<file path="src/rtl/rv32_pkg.sv">
// Shared rv32 core types: control-sequencer states, trap causes and writeback sources.
package rv32_pkg;

    typedef enum logic [2:0] {
        ST_FETCH   = 3'd0,
        ST_DECODE  = 3'd1,
        ST_EXECUTE = 3'd2,
        ST_MEM     = 3'd3,
        ST_WB      = 3'd4,
        ST_HALT    = 3'd5,
        ST_TRAP    = 3'd6
    } ctrl_state_t;

    localparam logic [1:0] TRAP_ILLEGAL = 2'd0;
    localparam logic [1:0] TRAP_IFETCH  = 2'd1;
    localparam logic [1:0] TRAP_DMEM    = 2'd2;
    localparam logic [1:0] TRAP_TIMEOUT = 2'd3;

    typedef enum logic [1:0] {
        WB_SOURCE_ALU = 2'd0,
        WB_SOURCE_PC  = 2'd1,
        WB_SOURCE_LSU = 2'd2
    } wb_source_t;

endpackage

</file>
<file path="src/rtl/rv32_mod_control_fsm_if.sv">
// Signal bundle between the control sequencer and the decoder, branch unit and memory ports.
interface rv32_mod_control_fsm_if;
    import rv32_pkg::*;

    logic       ifetch_req;
    logic       ifetch_ack;
    logic       ifetch_err;
    logic       ir_load;
    logic       dec_valid;
    logic       dec_rf_write0_enable;
    logic [3:0] dec_ram_req;
    logic       dec_ram_wr;
    logic [1:0] dec_wb_source;
    logic       dec_br_is_cond;
    logic       dec_br_jmp;
    logic       br_taken;
    logic       dmem_req;
    logic       dmem_wr;
    logic [3:0] dmem_width;
    logic       dmem_ack;
    logic       dmem_err;
    logic       rf_we;
    logic [1:0] wb_source;
    logic       pc_we;
    logic       pc_sel;
    logic       retire;
    logic       halt_req;
    logic       halted;
    logic       trap;
    logic [1:0] trap_cause;

    modport master (
        output ifetch_req, ir_load, dmem_req, dmem_wr, dmem_width, rf_we, wb_source,
               pc_we, pc_sel, retire, halted, trap, trap_cause,
        input  ifetch_ack, ifetch_err, dec_valid, dec_rf_write0_enable, dec_ram_req,
               dec_ram_wr, dec_wb_source, dec_br_is_cond, dec_br_jmp, br_taken,
               dmem_ack, dmem_err, halt_req
    );

    modport slave (
        input  ifetch_req, ir_load, dmem_req, dmem_wr, dmem_width, rf_we, wb_source,
               pc_we, pc_sel, retire, halted, trap, trap_cause,
        output ifetch_ack, ifetch_err, dec_valid, dec_rf_write0_enable, dec_ram_req,
               dec_ram_wr, dec_wb_source, dec_br_is_cond, dec_br_jmp, br_taken,
               dmem_ack, dmem_err, halt_req
    );

endinterface

</file>
<file path="src/rtl/rv32_mod_control_fsm_ack_timer.sv">
// Wait-cycle counter shared by the fetch and data-memory handshakes.
module rv32_mod_ack_timer #(
    parameter int ACK_TIMEOUT = 255
) (
    input  logic clk,
    input  logic rst,
    input  logic clear,
    input  logic enable,
    output logic expired
);
    import rv32_pkg::*;

    localparam int CW = $clog2(ACK_TIMEOUT + 1);
    localparam logic [CW-1:0] LAST_WAIT = CW'(ACK_TIMEOUT - 1);
    localparam logic [CW-1:0] MAX_COUNT = CW'(ACK_TIMEOUT);

    logic [CW-1:0] count_q;

    always_ff @(posedge clk) begin
        if (rst || clear) begin
            count_q <= '0;
        end else if (enable && (count_q != MAX_COUNT)) begin
            count_q <= count_q + CW'(1);
        end
    end

    // The waiting cycle that would bring the count to ACK_TIMEOUT is the last one allowed.
    assign expired = enable && (count_q == LAST_WAIT);

endmodule

</file>
<file path="src/rtl/rv32_mod_control_fsm.sv">
// Multi-cycle instruction sequencer: fetch, decode, execute, optional memory access, writeback.
module rv32_mod_control_fsm
    import rv32_pkg::*;
#(
    parameter int ACK_TIMEOUT = 255
) (
    input  logic                    clk,
    input  logic                    rst,
    rv32_mod_control_fsm_if.master  bus
);

    ctrl_state_t state_q, state_d;
    logic [1:0]  cause_q, cause_d;
    logic        taken_q, taken_d;

    logic        rf_wr_q;
    logic [3:0]  ram_req_q;
    logic        ram_wr_q;
    logic [1:0]  wb_src_q;
    logic        br_cond_q;
    logic        br_jmp_q;

    logic        ifetch_req_q, dmem_req_q, rf_we_q, pc_we_q, pc_sel_q;
    logic        retire_q, halted_q, trap_q;

    logic        in_fetch, in_mem, waiting, timer_clear, expired;

    assign in_fetch    = (state_q == ST_FETCH);
    assign in_mem      = (state_q == ST_MEM);
    assign waiting     = (in_fetch && !bus.ifetch_ack && !bus.ifetch_err) ||
                         (in_mem   && !bus.dmem_ack   && !bus.dmem_err);
    assign timer_clear = !(in_fetch || in_mem);

    rv32_mod_ack_timer #(
        .ACK_TIMEOUT (ACK_TIMEOUT)
    ) u_ack_timer (
        .clk     (clk),
        .rst     (rst),
        .clear   (timer_clear),
        .enable  (waiting),
        .expired (expired)
    );

    always_comb begin
        state_d = state_q;
        cause_d = cause_q;
        taken_d = taken_q;
        case (state_q)
            ST_FETCH: begin
                if (bus.ifetch_err) begin
                    state_d = ST_TRAP;
                    cause_d = TRAP_IFETCH;
                end else if (bus.ifetch_ack) begin
                    state_d = ST_DECODE;
                end else if (expired) begin
                    state_d = ST_TRAP;
                    cause_d = TRAP_TIMEOUT;
                end
            end
            ST_DECODE: begin
                if (!bus.dec_valid) begin
                    state_d = ST_TRAP;
                    cause_d = TRAP_ILLEGAL;
                end else begin
                    state_d = ST_EXECUTE;
                end
            end
            ST_EXECUTE: begin
                taken_d = br_jmp_q | (br_cond_q & bus.br_taken);
                state_d = (ram_req_q != 4'd0) ? ST_MEM : ST_WB;
            end
            ST_MEM: begin
                if (bus.dmem_err) begin
                    state_d = ST_TRAP;
                    cause_d = TRAP_DMEM;
                end else if (bus.dmem_ack) begin
                    state_d = ST_WB;
                end else if (expired) begin
                    state_d = ST_TRAP;
                    cause_d = TRAP_TIMEOUT;
                end
            end
            ST_WB:   state_d = bus.halt_req ? ST_HALT : ST_FETCH;
            ST_HALT: state_d = bus.halt_req ? ST_HALT : ST_FETCH;
            ST_TRAP: state_d = ST_TRAP;
            default: state_d = ST_FETCH;
        endcase
    end

    // Strobes are registered from the next state so each one is valid for the whole cycle of its state.
    always_ff @(posedge clk) begin
        if (rst) begin
            state_q      <= ST_FETCH;
            cause_q      <= TRAP_ILLEGAL;
            taken_q      <= 1'b0;
            rf_wr_q      <= 1'b0;
            ram_req_q    <= 4'd0;
            ram_wr_q     <= 1'b0;
            wb_src_q     <= WB_SOURCE_ALU;
            br_cond_q    <= 1'b0;
            br_jmp_q     <= 1'b0;
            ifetch_req_q <= 1'b1;
            dmem_req_q   <= 1'b0;
            rf_we_q      <= 1'b0;
            pc_we_q      <= 1'b0;
            pc_sel_q     <= 1'b0;
            retire_q     <= 1'b0;
            halted_q     <= 1'b0;
            trap_q       <= 1'b0;
        end else begin
            state_q <= state_d;
            cause_q <= cause_d;
            taken_q <= taken_d;
            if (state_q == ST_DECODE && bus.dec_valid) begin
                rf_wr_q   <= bus.dec_rf_write0_enable;
                ram_req_q <= bus.dec_ram_req;
                ram_wr_q  <= bus.dec_ram_wr;
                wb_src_q  <= bus.dec_wb_source;
                br_cond_q <= bus.dec_br_is_cond;
                br_jmp_q  <= bus.dec_br_jmp;
            end
            ifetch_req_q <= (state_d == ST_FETCH);
            dmem_req_q   <= (state_d == ST_MEM);
            rf_we_q      <= (state_d == ST_WB) && rf_wr_q;
            pc_we_q      <= (state_d == ST_WB);
            pc_sel_q     <= (state_d == ST_WB) && taken_d;
            retire_q     <= (state_d == ST_WB);
            halted_q     <= (state_d == ST_HALT);
            trap_q       <= (state_d == ST_TRAP);
        end
    end

    assign bus.ifetch_req = ifetch_req_q & ~rst;
    assign bus.ir_load    = in_fetch & bus.ifetch_ack & ~bus.ifetch_err & ~rst;
    assign bus.dmem_req   = dmem_req_q & ~rst;
    assign bus.dmem_wr    = dmem_req_q & ram_wr_q & ~rst;
    assign bus.dmem_width = rst ? 4'd0 : ram_req_q;
    assign bus.rf_we      = rf_we_q & ~rst;
    assign bus.wb_source  = rst ? 2'd0 : wb_src_q;
    assign bus.pc_we      = pc_we_q & ~rst;
    assign bus.pc_sel     = pc_sel_q & ~rst;
    assign bus.retire     = retire_q & ~rst;
    assign bus.halted     = halted_q & ~rst;
    assign bus.trap       = trap_q & ~rst;
    assign bus.trap_cause = rst ? 2'd0 : cause_q;

endmodule

</file>
<file path="src/flat_wrapper.sv">
// flat-port wrapper written by rule: the top's interface ports become plain ports
module rv32_mod_control_fsm_flat import rv32_pkg::*;
#(
    parameter int ACK_TIMEOUT = 255
)
  (clk, rst, bus_ifetch_req, bus_ir_load, bus_dmem_req, bus_dmem_wr, bus_dmem_width, bus_rf_we, bus_wb_source, bus_pc_we, bus_pc_sel, bus_retire, bus_halted, bus_trap, bus_trap_cause, bus_ifetch_ack, bus_ifetch_err, bus_dec_valid, bus_dec_rf_write0_enable, bus_dec_ram_req, bus_dec_ram_wr, bus_dec_wb_source, bus_dec_br_is_cond, bus_dec_br_jmp, bus_br_taken, bus_dmem_ack, bus_dmem_err, bus_halt_req);
  rv32_mod_control_fsm_if bus_i ();
  input  logic clk;
  input  logic rst;
  output wire logic [$bits(bus_i.ifetch_req)-1:0] bus_ifetch_req;
  output wire logic [$bits(bus_i.ir_load)-1:0] bus_ir_load;
  output wire logic [$bits(bus_i.dmem_req)-1:0] bus_dmem_req;
  output wire logic [$bits(bus_i.dmem_wr)-1:0] bus_dmem_wr;
  output wire logic [$bits(bus_i.dmem_width)-1:0] bus_dmem_width;
  output wire logic [$bits(bus_i.rf_we)-1:0] bus_rf_we;
  output wire logic [$bits(bus_i.wb_source)-1:0] bus_wb_source;
  output wire logic [$bits(bus_i.pc_we)-1:0] bus_pc_we;
  output wire logic [$bits(bus_i.pc_sel)-1:0] bus_pc_sel;
  output wire logic [$bits(bus_i.retire)-1:0] bus_retire;
  output wire logic [$bits(bus_i.halted)-1:0] bus_halted;
  output wire logic [$bits(bus_i.trap)-1:0] bus_trap;
  output wire logic [$bits(bus_i.trap_cause)-1:0] bus_trap_cause;
  input wire logic [$bits(bus_i.ifetch_ack)-1:0] bus_ifetch_ack;
  input wire logic [$bits(bus_i.ifetch_err)-1:0] bus_ifetch_err;
  input wire logic [$bits(bus_i.dec_valid)-1:0] bus_dec_valid;
  input wire logic [$bits(bus_i.dec_rf_write0_enable)-1:0] bus_dec_rf_write0_enable;
  input wire logic [$bits(bus_i.dec_ram_req)-1:0] bus_dec_ram_req;
  input wire logic [$bits(bus_i.dec_ram_wr)-1:0] bus_dec_ram_wr;
  input wire logic [$bits(bus_i.dec_wb_source)-1:0] bus_dec_wb_source;
  input wire logic [$bits(bus_i.dec_br_is_cond)-1:0] bus_dec_br_is_cond;
  input wire logic [$bits(bus_i.dec_br_jmp)-1:0] bus_dec_br_jmp;
  input wire logic [$bits(bus_i.br_taken)-1:0] bus_br_taken;
  input wire logic [$bits(bus_i.dmem_ack)-1:0] bus_dmem_ack;
  input wire logic [$bits(bus_i.dmem_err)-1:0] bus_dmem_err;
  input wire logic [$bits(bus_i.halt_req)-1:0] bus_halt_req;
  assign bus_ifetch_req = bus_i.ifetch_req;
  assign bus_ir_load = bus_i.ir_load;
  assign bus_dmem_req = bus_i.dmem_req;
  assign bus_dmem_wr = bus_i.dmem_wr;
  assign bus_dmem_width = bus_i.dmem_width;
  assign bus_rf_we = bus_i.rf_we;
  assign bus_wb_source = bus_i.wb_source;
  assign bus_pc_we = bus_i.pc_we;
  assign bus_pc_sel = bus_i.pc_sel;
  assign bus_retire = bus_i.retire;
  assign bus_halted = bus_i.halted;
  assign bus_trap = bus_i.trap;
  assign bus_trap_cause = bus_i.trap_cause;
  assign bus_i.ifetch_ack = bus_ifetch_ack;
  assign bus_i.ifetch_err = bus_ifetch_err;
  assign bus_i.dec_valid = bus_dec_valid;
  assign bus_i.dec_rf_write0_enable = bus_dec_rf_write0_enable;
  assign bus_i.dec_ram_req = bus_dec_ram_req;
  assign bus_i.dec_ram_wr = bus_dec_ram_wr;
  assign bus_i.dec_wb_source = bus_dec_wb_source;
  assign bus_i.dec_br_is_cond = bus_dec_br_is_cond;
  assign bus_i.dec_br_jmp = bus_dec_br_jmp;
  assign bus_i.br_taken = bus_br_taken;
  assign bus_i.dmem_ack = bus_dmem_ack;
  assign bus_i.dmem_err = bus_dmem_err;
  assign bus_i.halt_req = bus_halt_req;
  rv32_mod_control_fsm #(.ACK_TIMEOUT(ACK_TIMEOUT)) u_core (.clk(clk), .rst(rst), .bus(bus_i));
endmodule
</file>
<file path="config.mk">
export PLATFORM = sky130hd
export DESIGN_NAME = rv32_mod_control_fsm_flat
export DESIGN_NICKNAME = d
export VERILOG_FILES = /design/src/rtl/rv32_pkg.sv /design/src/rtl/rv32_mod_control_fsm_if.sv /design/src/rtl/rv32_mod_control_fsm_ack_timer.sv /design/src/rtl/rv32_mod_control_fsm.sv /design/src/flat_wrapper.sv
export SDC_FILE = /design/constraint.sdc
export NUM_CORES = 1
export LEC_CHECK = 0
export CAP_MARGIN = 15
export CORE_UTILIZATION = 60
export DETAILED_ROUTE_END_ITERATION = 7
export DONT_BUFFER_PORTS = 1
export GPL_TIMING_DRIVEN = 0
export PLACE_DENSITY = 0.76
export REMOVE_ABC_BUFFERS = 1
export SYNTH_ARGS = -nofsm -noshare
export SYNTH_HDL_FRONTEND = slang
export SYNTH_SLANG_ARGS = --single-unit
export TNS_END_PERCENT = 20
</file>
<file path="constraint.sdc">
create_clock -name clk -period 3.11 [get_ports clk]
set_input_delay 0.622 -clock clk [delete_from_list [all_inputs] [get_ports clk]]
set_output_delay 0.622 -clock clk [all_outputs]
set_load 0.02 [all_outputs]
</file>
Yosys cells after proc, flatten, opt, wreduce, memory -nomap -nowiden
Cells that the tools add are included.

$add $sub $neg: 1. Eq/ne operators: 15. Multiplexer cells: 20. Bitwise logic cells: 16. Reduce and logical (&&, ||, !) cells: 23.

Operator list (number): $mux W3 (8); $eq A3 B3 Y1 const B (6); $pmux W3 S6 (1); $mux W2 (8); $and A1 B1 Y1 (13); $eq A3 B2 Y1 const B (3); $logic_and A1 B1 Y1 (9); $add A8 B1 Y8 const B (1); $eq A8 B8 Y1 const B (1); $ne A8 B8 Y1 const B (1); $logic_not A3 Y1 (2); $ne A3 B3 Y1 const B (2); $pmux W2 S3 (1); $logic_not A1 Y1 (5); $mux W4 (1); $reduce_and A4 Y1 (1); $reduce_bool A4 Y1 (1); $eq A3 B1 Y1 const B (1); $logic_or A1 B1 Y1 (3); $reduce_bool A3 Y1 (1); $ne A2 B2 Y1 const B (1); $not A1 Y1 (2); $reduce_or A2 Y1 (1); $mux W1 (1); $or A1 B1 Y1 (1).

Flip-flop bits (word level): 31. Output and inout bits: 18.

Longest topological paths before layout
Gate-level depths: netlist of the first run.

Depth in word-level cells: 11. Depth in mapped cells: 7. Depth with buffers taken out: 6.

By module
From an unflattened synthesis of the first run, not the netlist that was laid out.

Cells, all modules: 200. Area total of the unflattened synthesis: 1634.1 µm².

Modules (own cells, without submodules): rv32_mod_control_fsm (times used 1, cells each 149, area an instance 1174.9 µm², sequential area each 460.4 µm²); rv32_mod_ack_timer (times used 1, cells each 51, area an instance 459.2 µm², sequential area each 160.2 µm²).

Least setup slack after synthesis of the first run
No wires, ideal clock.

Path kind: input to output. From: input rst. To: output bus_retire. Arrival time: 1.556 ns. Slack: 0.932 ns. Stages: 4. Path buffers: 3. Path through: clkbuf_1 -> clkbuf_1 -> nor2b_1 -> buf_4.

Longest elaborated chain between the ends: 2.

Ends and longest elaborated chain: from (decl) (RTL line flat_wrapper.sv:9) `input logic rst;`; $not A1 Y1; $and A1 B1 Y1 (RTL line rv32_mod_control_fsm.sv:142) `assign bus.retire = retire_q & ~rst;`; to (decl) (RTL line flat_wrapper.sv:19) `output wire logic [$bits(bus_i.retire)-1:0] bus_retire;`.

No other way between the ends.

Worst setup path in the final report of the first run
From: register u_core.state_q[1]. To: register u_core.ifetch_req_q.

Longest elaborated chain between the ends: 10.

Ends and longest elaborated chain: from (decl) (RTL line rv32_mod_control_fsm.sv:12) `ctrl_state_t state_q, state_d;`; from (signal assigned) (RTL line rv32_mod_control_fsm.sv:111) `state_q <= state_d;`; $eq A3 B2 Y1 or $logic_not A3 Y1 (tied branches) (RTL line rv32_mod_control_fsm.sv:29, rv32_mod_control_fsm.sv:48, rv32_mod_control_fsm.sv:28); $logic_and A1 B1 Y1, on equally long branches (2 in series) (RTL line rv32_mod_control_fsm.sv:31, rv32_mod_control_fsm.sv:30); $logic_or A1 B1 Y1 (RTL line rv32_mod_control_fsm.sv:30) `assign waiting = (in_fetch && !bus.ifetch_ack && !bus.ifetch_err) ||`; $logic_and A1 B1 Y1 (RTL line rv32_mod_control_fsm_ack_timer.sv:28) `assign expired = enable && (count_q == LAST_WAIT);`; $mux W3 (RTL line rv32_mod_control_fsm.sv:55, rv32_mod_control_fsm.sv:78); $mux W3, on equally long branches (RTL line rv32_mod_control_fsm.sv:76, rv32_mod_control_fsm.sv:53); $mux W3, on equally long branches (RTL line rv32_mod_control_fsm.sv:73, rv32_mod_control_fsm.sv:50); $pmux W3 S6 * (RTL line rv32_mod_control_fsm.sv:48) `case (state_q)`; $logic_not A3 Y1 * (RTL line rv32_mod_control_fsm.sv:122) `ifetch_req_q <= (state_d == ST_FETCH);`; to (signal assigned) (RTL line rv32_mod_control_fsm.sv:122); to (decl) (RTL line rv32_mod_control_fsm.sv:23) `logic ifetch_req_q, dmem_req_q, rf_we_q, pc_we_q, pc_sel_q;`.

Every way passes the cells marked *; elsewhere a longest branch is shown, timed or not. A chain may end at the register's enable or synchronous reset.

==> flow_summary.json, run 1 <==
{
  "status": "completed",
  "hold_start": "rst",
  "slew_viol_final": 0,
  "cts_htree_levels": 2,
  "antenna_found_initial": 0,
  "area_growth_pct": 0.605,
  "fin_cells": 220,
  "synth_top_area_cell": "dfxtp_1",
  "reg2reg_to": "u_core.ifetch_req_q",
  "worstHoldPathType": "in2reg",
  "worst_pin_slew_ns": 0.750,
  "setup_violations": 0,
  "drtAntennaViolNets": 0,
  "vias_per_cell": 6.09,
  "dp_hpwl_um": 2270,
  "r2r_cells": 5,
  "synthTopCellsByArea": "dfxtp_1 (38%), nor2b_1 (7.2%), nand2_1 (6.1%)",
  "hold-path-endpoint": "u_core.ram_req_q[2]",
  "synth_top_area_share": 0.375,
  "std_cell_rows": 18,
  "period_minus_slack_ns": 2.20,
  "cpLargestDelayFamily": "simple AND/OR/NAND/NOR gates",
  "cts-root-buf": "clkbuf_4",
  "drcViolationCount": 0,
  "syn_avg_cell_area_um2": 8.35,
  "postCtsSetupRepairBufs": 0,
  "num_antenna_cells": 0,
  "rrSetupSlack_ns": 0.91,
  "die_w_um": 54.5,
  "vias": 1340,
  "cts_buffer_depth": 2,
  "cp_max_fo": 20,
  "cp.arrival_ns": 2.42,
  "ys_types": 50,
  "finalSetupTns_ns": 0,
  "crit_cells": 5,
  "insertion_delay_ns": 0.33,
  "synth_cells": 198,
  "grt_pass1_vias": 1113,
  "firstDrtPassIters": 4,
  "cp_cell_sequence": "or4_4, a21oi_4, and4_1, nor2_1, a31o_1",
  "clock-sinks": 31,
  "drt_wl_total_um": 3200,
  "dieArea_um2": 2970,
  "io_buffers": 0,
  "ys_ff_latch": 31,
  "ios": 37,
  "final_layout_size_suffix_gt1_frac": 0.100,
  "power_density_nw_per_um2": 545,
  "relSlewSlack": 0.499,
  "r2r-start": "u_core.state_q[1]",
  "post_cts_resized": 0,
  "slowest_delay_ns": 0.62,
  "hold_buffers": 0,
  "crit_buf_inv": 0,
  "core_um2": 2540,
  "cts_tree": "yes",
  "drtIter0Drc": 37,
  "min_path_cells": 1,
  "nNetsFinal": 211,
  "yosysSeqAreaShare": 0.375,
  "yosys_warnings": 0,
  "ir_drop_v": 0.000444,
  "cts_buffers": 5,
  "die_h_um": 54.5,
  "critPathKind": "reg2reg",
  "dpl.cell_count": 213,
  "synthArstFlopShare": 0,
  "final_cell_mix": "dfxtp_1 (31), nand2_1 (27), nor2b_1 (19)",
  "fmax_mhz": 455,
  "grt_usage": 0.241,
  "rsz0062_at_grt": "no",
  "skew_ns": 0.0109,
  "cap_viol_max_count": 0,
  "grt_pass1_wl_um": 5000,
  "finalHoldViolations": 0,
  "wl_per_cell_um": 14.5,
  "syn-cell-area_um2": 1650,
  "crit_required_ns": 3.33,
  "grt_start_max_net_pins": 36,
  "crit_path_end_kind": "register",
  "period_share": 0.706,
  "final_common_cell": "dfxtp_1",
  "gp_congestion": 0.809,
  "grt_overflow": 0,
  "start_util": 0.650,
  "cpMaxStageDelayCell": "or4_4",
  "synth_ff_type": "dfxtp_1",
  "synth_edf_count": 0,
  "power_leakage_uw": 0.000602,
  "clkTransAtPathRegs_ns": 0.09,
  "startpoint_type": "register"
}
## worst max path at each step
stage / start / slack (ns) / to
floorplan: bus_ifetch_err / 1.06 / u_core.ifetch_req_q
global placement: bus_ifetch_err / 0.97 / u_core.ifetch_req_q
detailed placement: bus_ifetch_err / 0.94 / u_core.ifetch_req_q
CTS: u_core.state_q[1] / 0.93 / u_core.ifetch_req_q
global route: u_core.state_q[1] / 0.84 / u_core.ifetch_req_q
finish: u_core.state_q[1] / 0.91 / u_core.ifetch_req_q
## layout make-up
| class | count | area (um2) |
|---|---|---|
| Clock buffer | 6 | 51.3 |
| Tap cell | 30 | 37.5 |
| Fill cell | 232 | 881 |
| Inverter | 8 | 30.0 |
| Sequential cell | 31 | 621 |
| Clock inverter | 1 | 5.00 |
| Multi-Input combinational cell | 144 | 920 |
## flip-flops by register name, summed over array words and instances, names as in the netlist, 2 cells and up
signal / count
u_core.u_ack_timer.count_q: 8
u_core.ram_req_q: 4
u_core.state_q: 3
u_core.cause_q: 2
u_core.wb_src_q: 2
## cells by family (layout without fill, tap and decap cells)
family / Yosys count / after routing / synth area share
xor gates and xnor gates: 6 / 6 / 0.0318
adders and majority gates: 2 / 2 / 0.0151
buffers and inverters: 23 / 15 / 0.0688
and+or+nand+nor: 96 / 96 / 0.330
AOI/OAI and AO/OA: 40 / 40 / 0.179
DFF: 31 / 31 / 0.375
## metrics by stage
stage                     cell area (um2)   util  hold slack (ns)  power (uW)  worst slack, ns
after global routing                 1660  0.654            0.329         960            0.841
after detailed placement             1610  0.632            0.443         677            0.943
final                                1660  0.654            0.352         906            0.914
after CTS                            1660  0.654            0.337         914            0.935
after global placement               1610  0.632            0.433         670            0.972
after floorplan                      1570      -            0.426         638             1.06
## metal layers
layer | routed length, um | global-route usage | share of wire | vias up
li1 | - | - | - | 671
met1 | 1470 | 0.305 | 0.46 | 619
met2 | 1500 | 0.368 | 0.47 | 44
met3 | 186 | 0.0833 | 0.058 | 6
met4 | 46 | 0.103 | 0.014 | 0
met5 | 0 | 0 | 0 | -
## Yosys cell counts (all sizes together), types with 2 or more instances
| library cell | instances |
|---|---|
| a31oi | 2 |
| nand4 | 4 |
| buf | 9 |
| nor2 | 17 |
| nand2 | 27 |
| a211o | 2 |
| ha | 2 |
| inv | 8 |
| clkbuf | 6 |
| nand3 | 3 |
| and3 | 5 |
| dfxtp | 31 |
| xnor2 | 2 |
| xor2 | 4 |
| nor2b | 19 |
| nand2b | 2 |
| nor3 | 7 |
| a211oi | 4 |
| a311oi | 3 |
| a21oi | 18 |
| and2 | 2 |
## report_power, final
group          total (uW)  switching (uW)  internal, uW
Clock                 236             132           105
Combinational         201             117          83.7
Sequential            469            41.4           427
Total                 906             291           616
No activity file was read; power rests on OpenSTA's default activity.
==> run 2: changes to the inputs <==
==> constraint.sdc (replaced) <==
create_clock -name clk -period 2.2 [get_ports clk]
set_input_delay 0.44 -clock clk [delete_from_list [all_inputs] [get_ports clk]]
set_output_delay 0.44 -clock clk [all_outputs]
set_load 0.02 [all_outputs]
==> run 2 against run 1 <==
  * Die area did not move
  * Register-to-register slack got worse by 0.76 ns
  * Combinational power rose by 45%
  * Hold slack got worse by 0.18 ns
  * First-iteration DRC count fell by 30%
==> flow_summary.json, run 2 (synthesis results as in run 1) <==
{
  "ios": 37,
  "period_share": 0.931,
  "dieArea_um2": 2970,
  "worstHoldPathType": "in2reg",
  "drtIter0Drc": 26,
  "worst_slack_ns": 0.151,
  "skew_ns": 0.0120,
  "crit_path_end_kind": "register",
  "dpl.cell_count": 213,
  "multi_input_area_um2": 920,
  "cts_htree_levels": 2,
  "insertion_delay_ns": 0.33,
  "fmax_mhz": 488,
  "core_um2": 2540,
  "grt_pass1_wl_um": 5000,
  "slew_viol_final": 0,
  "start_util": 0.650,
  "largestRegisters": "u_core.u_ack_timer.count_q: 8 flops, u_core.ram_req_q: 4 flops, u_core.state_q: 3 flops",
  "hold-path-endpoint": "u_core.ram_req_q[2]",
  "largest_reg_flops": 8,
  "clkTransAtPathRegs_ns": 0.09,
  "antenna_found_initial": 0,
  "die_w_um": 54.5,
  "period_minus_slack_ns": 2.05,
  "area_growth_pct": 1.59,
  "final_layout_size_suffix_gt1_frac": 0.115,
  "dp_hpwl_um": 2270,
  "drt_wl_total_um": 3210,
  "final_common_cell": "dfxtp_1",
  "ir_drop_v": 0.000625,
  "grt_overflow": 0,
  "cts_buffer_depth": 2,
  "grt_usage": 0.241,
  "dp_slack_ns": 0.0408,
  "hold_ws_ns": 0.172,
  "gp_congestion": 0.809,
  "nNetsFinal": 213,
  "final_cell_mix": "dfxtp_1 (30), nand2_1 (27), nor2b_1 (19)",
  "utilization": 0.660,
  "cp_max_fo": 17,
  "startpoint_type": "register",
  "io_buffers": 0,
  "hold_start": "rst",
  "setup_violations": 0,
  "regArea_um2": 622,
  "cap_viol_max_count": 0,
  "vias_per_cell": 6.00,
  "std_cell_rows": 18,
  "cts-root-buf": "clkbuf_4",
  "grt_pass1_vias": 1113,
  "die_h_um": 54.5,
  "firstDrtPassIters": 4,
  "r2r_cells": 5,
  "drtAntennaViolNets": 0,
  "fin_cells": 222,
  "crit_required_ns": 2.42,
  "status": "completed",
  "relSlewSlack": 0.499,
  "finalHoldViolations": 0,
  "wl_per_cell_um": 14.5,
  "cts_tree": "yes",
  "min_path_cells": 1,
  "critPathKind": "reg2reg",
  "fill_cells": 232,
  "hold_buffers": 0,
  "drcViolationCount": 0,
  "cts_buffers": 5,
  "power_density_nw_per_um2": 767,
  "rsz0062_at_grt": "no",
  "worst_pin_slew_ns": 0.750,
  "top_register": "u_core.u_ack_timer.count_q",
  "vias": 1333,
  "r2r-start": "u_core.state_q[0]",
  "reg2reg_to": "u_core.ifetch_req_q",
  "cp.arrival_ns": 2.27,
  "power_leakage_uw": 0.000613,
  "num_antenna_cells": 0,
  "rrSetupSlack_ns": 0.15,
  "clock-sinks": 31,
  "finalSetupTns_ns": 0,
  "grt_start_max_net_pins": 36
}
==> run 2: metrics by stage <==
stage / power, uW / instance area [um2]
final: 1290 / 1680
after global placement: 947 / 1610
after global routing: 1360 / 1680
after detailed placement: 957 / 1610
after CTS: 1290 / 1660
after floorplan: 901 / 1570
==> run 2: cell type report <==
| class | instances | area share |
|---|---|---|
| multi-input cells | 144 | 0.547 |
| flip-flops and latches | 31 | 0.370 |
| clock buffers | 6 | 0.0305 |
| well taps | 30 | 0.0223 |
| inverters | 8 | 0.0179 |
| repair buffers | 2 | 0.00894 |
| clock inverters | 1 | 0.00298 |
==> run 2: power by group <==
| part | internal [uW] | leakage, uW | switching [uW] | total, uW |
|---|---|---|---|---|
| Combinational | 123 | 0.000327 | 168 | 291 |
| Sequential | 605 | 0.000252 | 58.5 | 664 |
| Clock | 148 | 0.0000341 | 186 | 333 |
==> run 2: critical path, stage by stage, from the launching register on <==
cell and delay, ns:
dfxtp_1 0.48, or4_4 0.61, a21oi_4 0.28, and4_1 0.25
nor2_1 0.08, a31o_1 0.24
==> run 2: repair_timing <==
action | 4_1_cts | 5_1_grt
setup buffers | 0 | 2
endpoints found under the setup margin | 0 | 5
gates resized for setup | 0 | 1
==> run 2: worst max path at each step <==
stage,start,to
6_report,u_core.state_q[0],u_core.ifetch_req_q
5_1_grt,u_core.state_q[0],u_core.ifetch_req_q
4_1_cts,u_core.state_q[1],u_core.ifetch_req_q
3_5_place_dp,u_core.state_q[1],u_core.ifetch_req_q
3_3_place_gp,u_core.state_q[1],u_core.ifetch_req_q
2_1_floorplan,u_core.state_q[1],u_core.ifetch_req_q
==> run 2: metal layers <==
| metal | track usage | part of all wire | vias to the layer above | routed length, um |
|---|---|---|---|---|
| met5 | 0 | 0 | - | 0 |
| met4 | 0.103 | 0.014 | 0 | 44 |
| met3 | 0.0833 | 0.071 | 6 | 229 |
| met2 | 0.368 | 0.46 | 54 | 1490 |
| met1 | 0.305 | 0.45 | 598 | 1450 |
| li1 | - | - | 675 | - |
==> run 3: changes to the inputs <==
--- a/config.mk
+++ b/config.mk
@@ -5,8 +5,10 @@
 export SDC_FILE = /design/constraint.sdc
 export NUM_CORES = 1
 export LEC_CHECK = 0
+export ABC_AREA = 0
 export CAP_MARGIN = 15
 export CORE_UTILIZATION = 60
+export CTS_BUF_LIST = sky130_fd_sc_hd__clkbuf_8 sky130_fd_sc_hd__clkbuf_16
 export DETAILED_ROUTE_END_ITERATION = 7
 export DONT_BUFFER_PORTS = 1
 export GPL_TIMING_DRIVEN = 0
==> run 3 against run 2 <==
  * First-iteration DRC count increased by 54%
  * Die area unchanged
  * Fmax decreased by 0.60%
  * Clock-buffer cell count unchanged
  * Core utilization increased by 1.2 points
  * Highest routed layer unchanged
  * Sequential cell count unchanged
  * Hold slack improved by 0.044 ns
  * Register-to-register slack about the same
  * Routed wire length increased by 4.5%
  * Combinational power about the same
  * Worst setup slack got worse by 0.012 ns
==> flow_summary.json, run 3 (synthesis results as in run 1) <==
{
  "cp_max_fo": 17,
  "crit_buf_inv": 0,
  "reg2reg_to": "u_core.ifetch_req_q",
  "grt_use_met3": 0.0889,
  "cts-root-buf": "clkbuf_8",
  "cap_viol_max_count": 0,
  "period_share": 0.937,
  "power_density_nw_per_um2": 822,
  "rsz0062_at_grt": "no",
  "cts_htree_levels": 2,
  "final_layout_size_suffix_gt1_frac": 0.115,
  "fill_cells": 231,
  "finalHoldViolations": 0,
  "nNetsFinal": 213,
  "drtAntennaViolNets": 0,
  "grt_overflow": 0,
  "cpMaxStageDelayCell": "or4_4",
  "slowest_delay_ns": 0.61,
  "clock-sinks": 31,
  "crit_path_end_kind": "register",
  "top_register": "u_core.u_ack_timer.count_q",
  "met2_usage": 0.378,
  "largestRegisters": "u_core.u_ack_timer.count_q: 8 flops, u_core.ram_req_q: 4 flops, u_core.state_q: 3 flops",
  "finalSetupTns_ns": 0,
  "drtIter0Drc": 40,
  "setup_violations": 0,
  "worst_slack_ns": 0.138,
  "top_usage_layer": "met2",
  "period_minus_slack_ns": 2.06,
  "rrSetupSlack_ns": 0.14,
  "fmax_mhz": 485,
  "worstHoldPathType": "in2reg",
  "final_common_cell": "dfxtp_1",
  "cts_buffer_depth": 2,
  "dpl.cell_count": 213,
  "dieArea_um2": 2970,
  "area_growth_pct": 3.48,
  "hold_start": "rst",
  "die_w_um": 54.5,
  "ios": 37,
  "wl_per_cell_um": 15.1,
  "dp_slack_ns": 0.0408,
  "comb_power_share": 0.207,
  "start_util": 0.650,
  "dp_hpwl_um": 2270,
  "cpLargestDelayFamily": "simple AND/OR/NAND/NOR gates",
  "p_sw_frac": 0.308,
  "cp.arrival_ns": 2.23,
  "grt_use_met1": 0.312,
  "p_clk_frac": 0.320,
  "final_cell_mix": "dfxtp_1 (30), nand2_1 (27), nor2b_1 (19)",
  "ir_drop_v": 0.000596,
  "insertion_delay_ns": 0.29,
  "core_um2": 2540,
  "p_seq_frac": 0.473,
  "die_h_um": 54.5,
  "num_antenna_cells": 0,
  "firstDrtPassIters": 4,
  "critPathKind": "reg2reg",
  "hold_buffers": 0,
  "fin_cells": 222,
  "vias_per_cell": 6.08,
  "grt_pass1_vias": 1111,
  "largest_reg_flops": 8,
  "grt_pass1_wl_um": 5100,
  "startpoint_type": "register",
  "cts_tree": "yes",
  "cp_cell_sequence": "or4_4, a21oi_4, and4_1, nor2_1, a31o_1",
  "r2r-start": "u_core.state_q[0]",
  "drcViolationCount": 0,
  "utilization": 0.673,
  "min_path_cells": 1,
  "grt_start_max_net_pins": 36,
  "io_buffers": 0,
  "status": "completed",
  "gp_congestion": 0.809,
  "relSlewSlack": 0.499,
  "intPower_uw": 974,
  "vias": 1349,
  "clkTransAtPathRegs_ns": 0.06,
  "slew_viol_final": 0,
  "crit_required_ns": 2.37,
  "power_leakage_uw": 0.000626,
  "r2r_cells": 5,
  "antenna_found_initial": 0,
  "p_switching_uw": 433,
  "cts_buffers": 5,
  "drt_wl_total_um": 3360,
  "skew_ns": 0.00820,
  "hold-path-endpoint": "u_core.ram_req_q[2]",
  "worst_pin_slew_ns": 0.750,
  "std_cell_rows": 18,
  "grt_usage": 0.247
}
run 3: changes by cell type in the layout (fill, tap and decap cells not counted):
cell | before | now
clkbuf_4 | 5 | 0
clkbuf_8 | 1 | 6
run 3: timing repair:
item / in CTS / in global routing
buffers inserted: 0 / 2
resized for setup: 0 / 1
setup endpoints to repair: 0 / 5
run 3: final cells by class:
type / count / area [um2] / area share
clock buffers: 6 / 82.6 / 0.0482
flip-flops and latches: 31 / 622 / 0.363
multi-input cells: 144 / 920 / 0.537
inverters: 8 / 30.0 / 0.0175
well taps: 30 / 37.5 / 0.0219
clock inverters: 1 / 5.00 / 0.00292
repair buffers: 2 / 15.0 / 0.00877
run 3: worst reg2reg max path, cell delays in order (launching register included):
cell	delay (ns)
dfxtp_1	0.47
or4_4	0.62
a21oi_4	0.28
and4_1	0.26
nor2_1	0.08
a31o_1	0.24
run 3: worst max-delay path by stage:
stage	startpoint	end	slack [ns]	cells after the start
floorplan	u_core.state_q[1]	u_core.ifetch_req_q	0.25	5
global placement	u_core.state_q[1]	u_core.ifetch_req_q	0.08	5
detailed placement	u_core.state_q[1]	u_core.ifetch_req_q	0.04	5
CTS	u_core.state_q[1]	u_core.ifetch_req_q	0.02	5
global route	u_core.state_q[0]	u_core.ifetch_req_q	0.08	5
finish	u_core.state_q[0]	u_core.ifetch_req_q	0.14	5
run 3: per-stage QoR:
step           power [uW]  cell area [um2]  hold WS, ns
2_1_floorplan         901             1570        0.426
3_3_place_gp          947             1610        0.433
3_5_place_dp          957             1610        0.443
4_1_cts              1400             1700        0.213
5_1_grt              1480             1710        0.205
6_report             1410             1710        0.217
run 3: layer usage:
metal,routed length (um),vias to the layer above
met3,226,9
met5,0,-
met2,1600,60
met4,62,0
li1,-,673
met1,1460,607
run 3: power groups by stage:
stage	clock (uW)	sequential, uW	combinational [uW]
6_report	450	665	292
5_1_grt	481	673	325
4_1_cts	457	663	285
3_5_place_dp	0	675	283
3_3_place_gp	0	671	276
2_1_floorplan	0	659	243
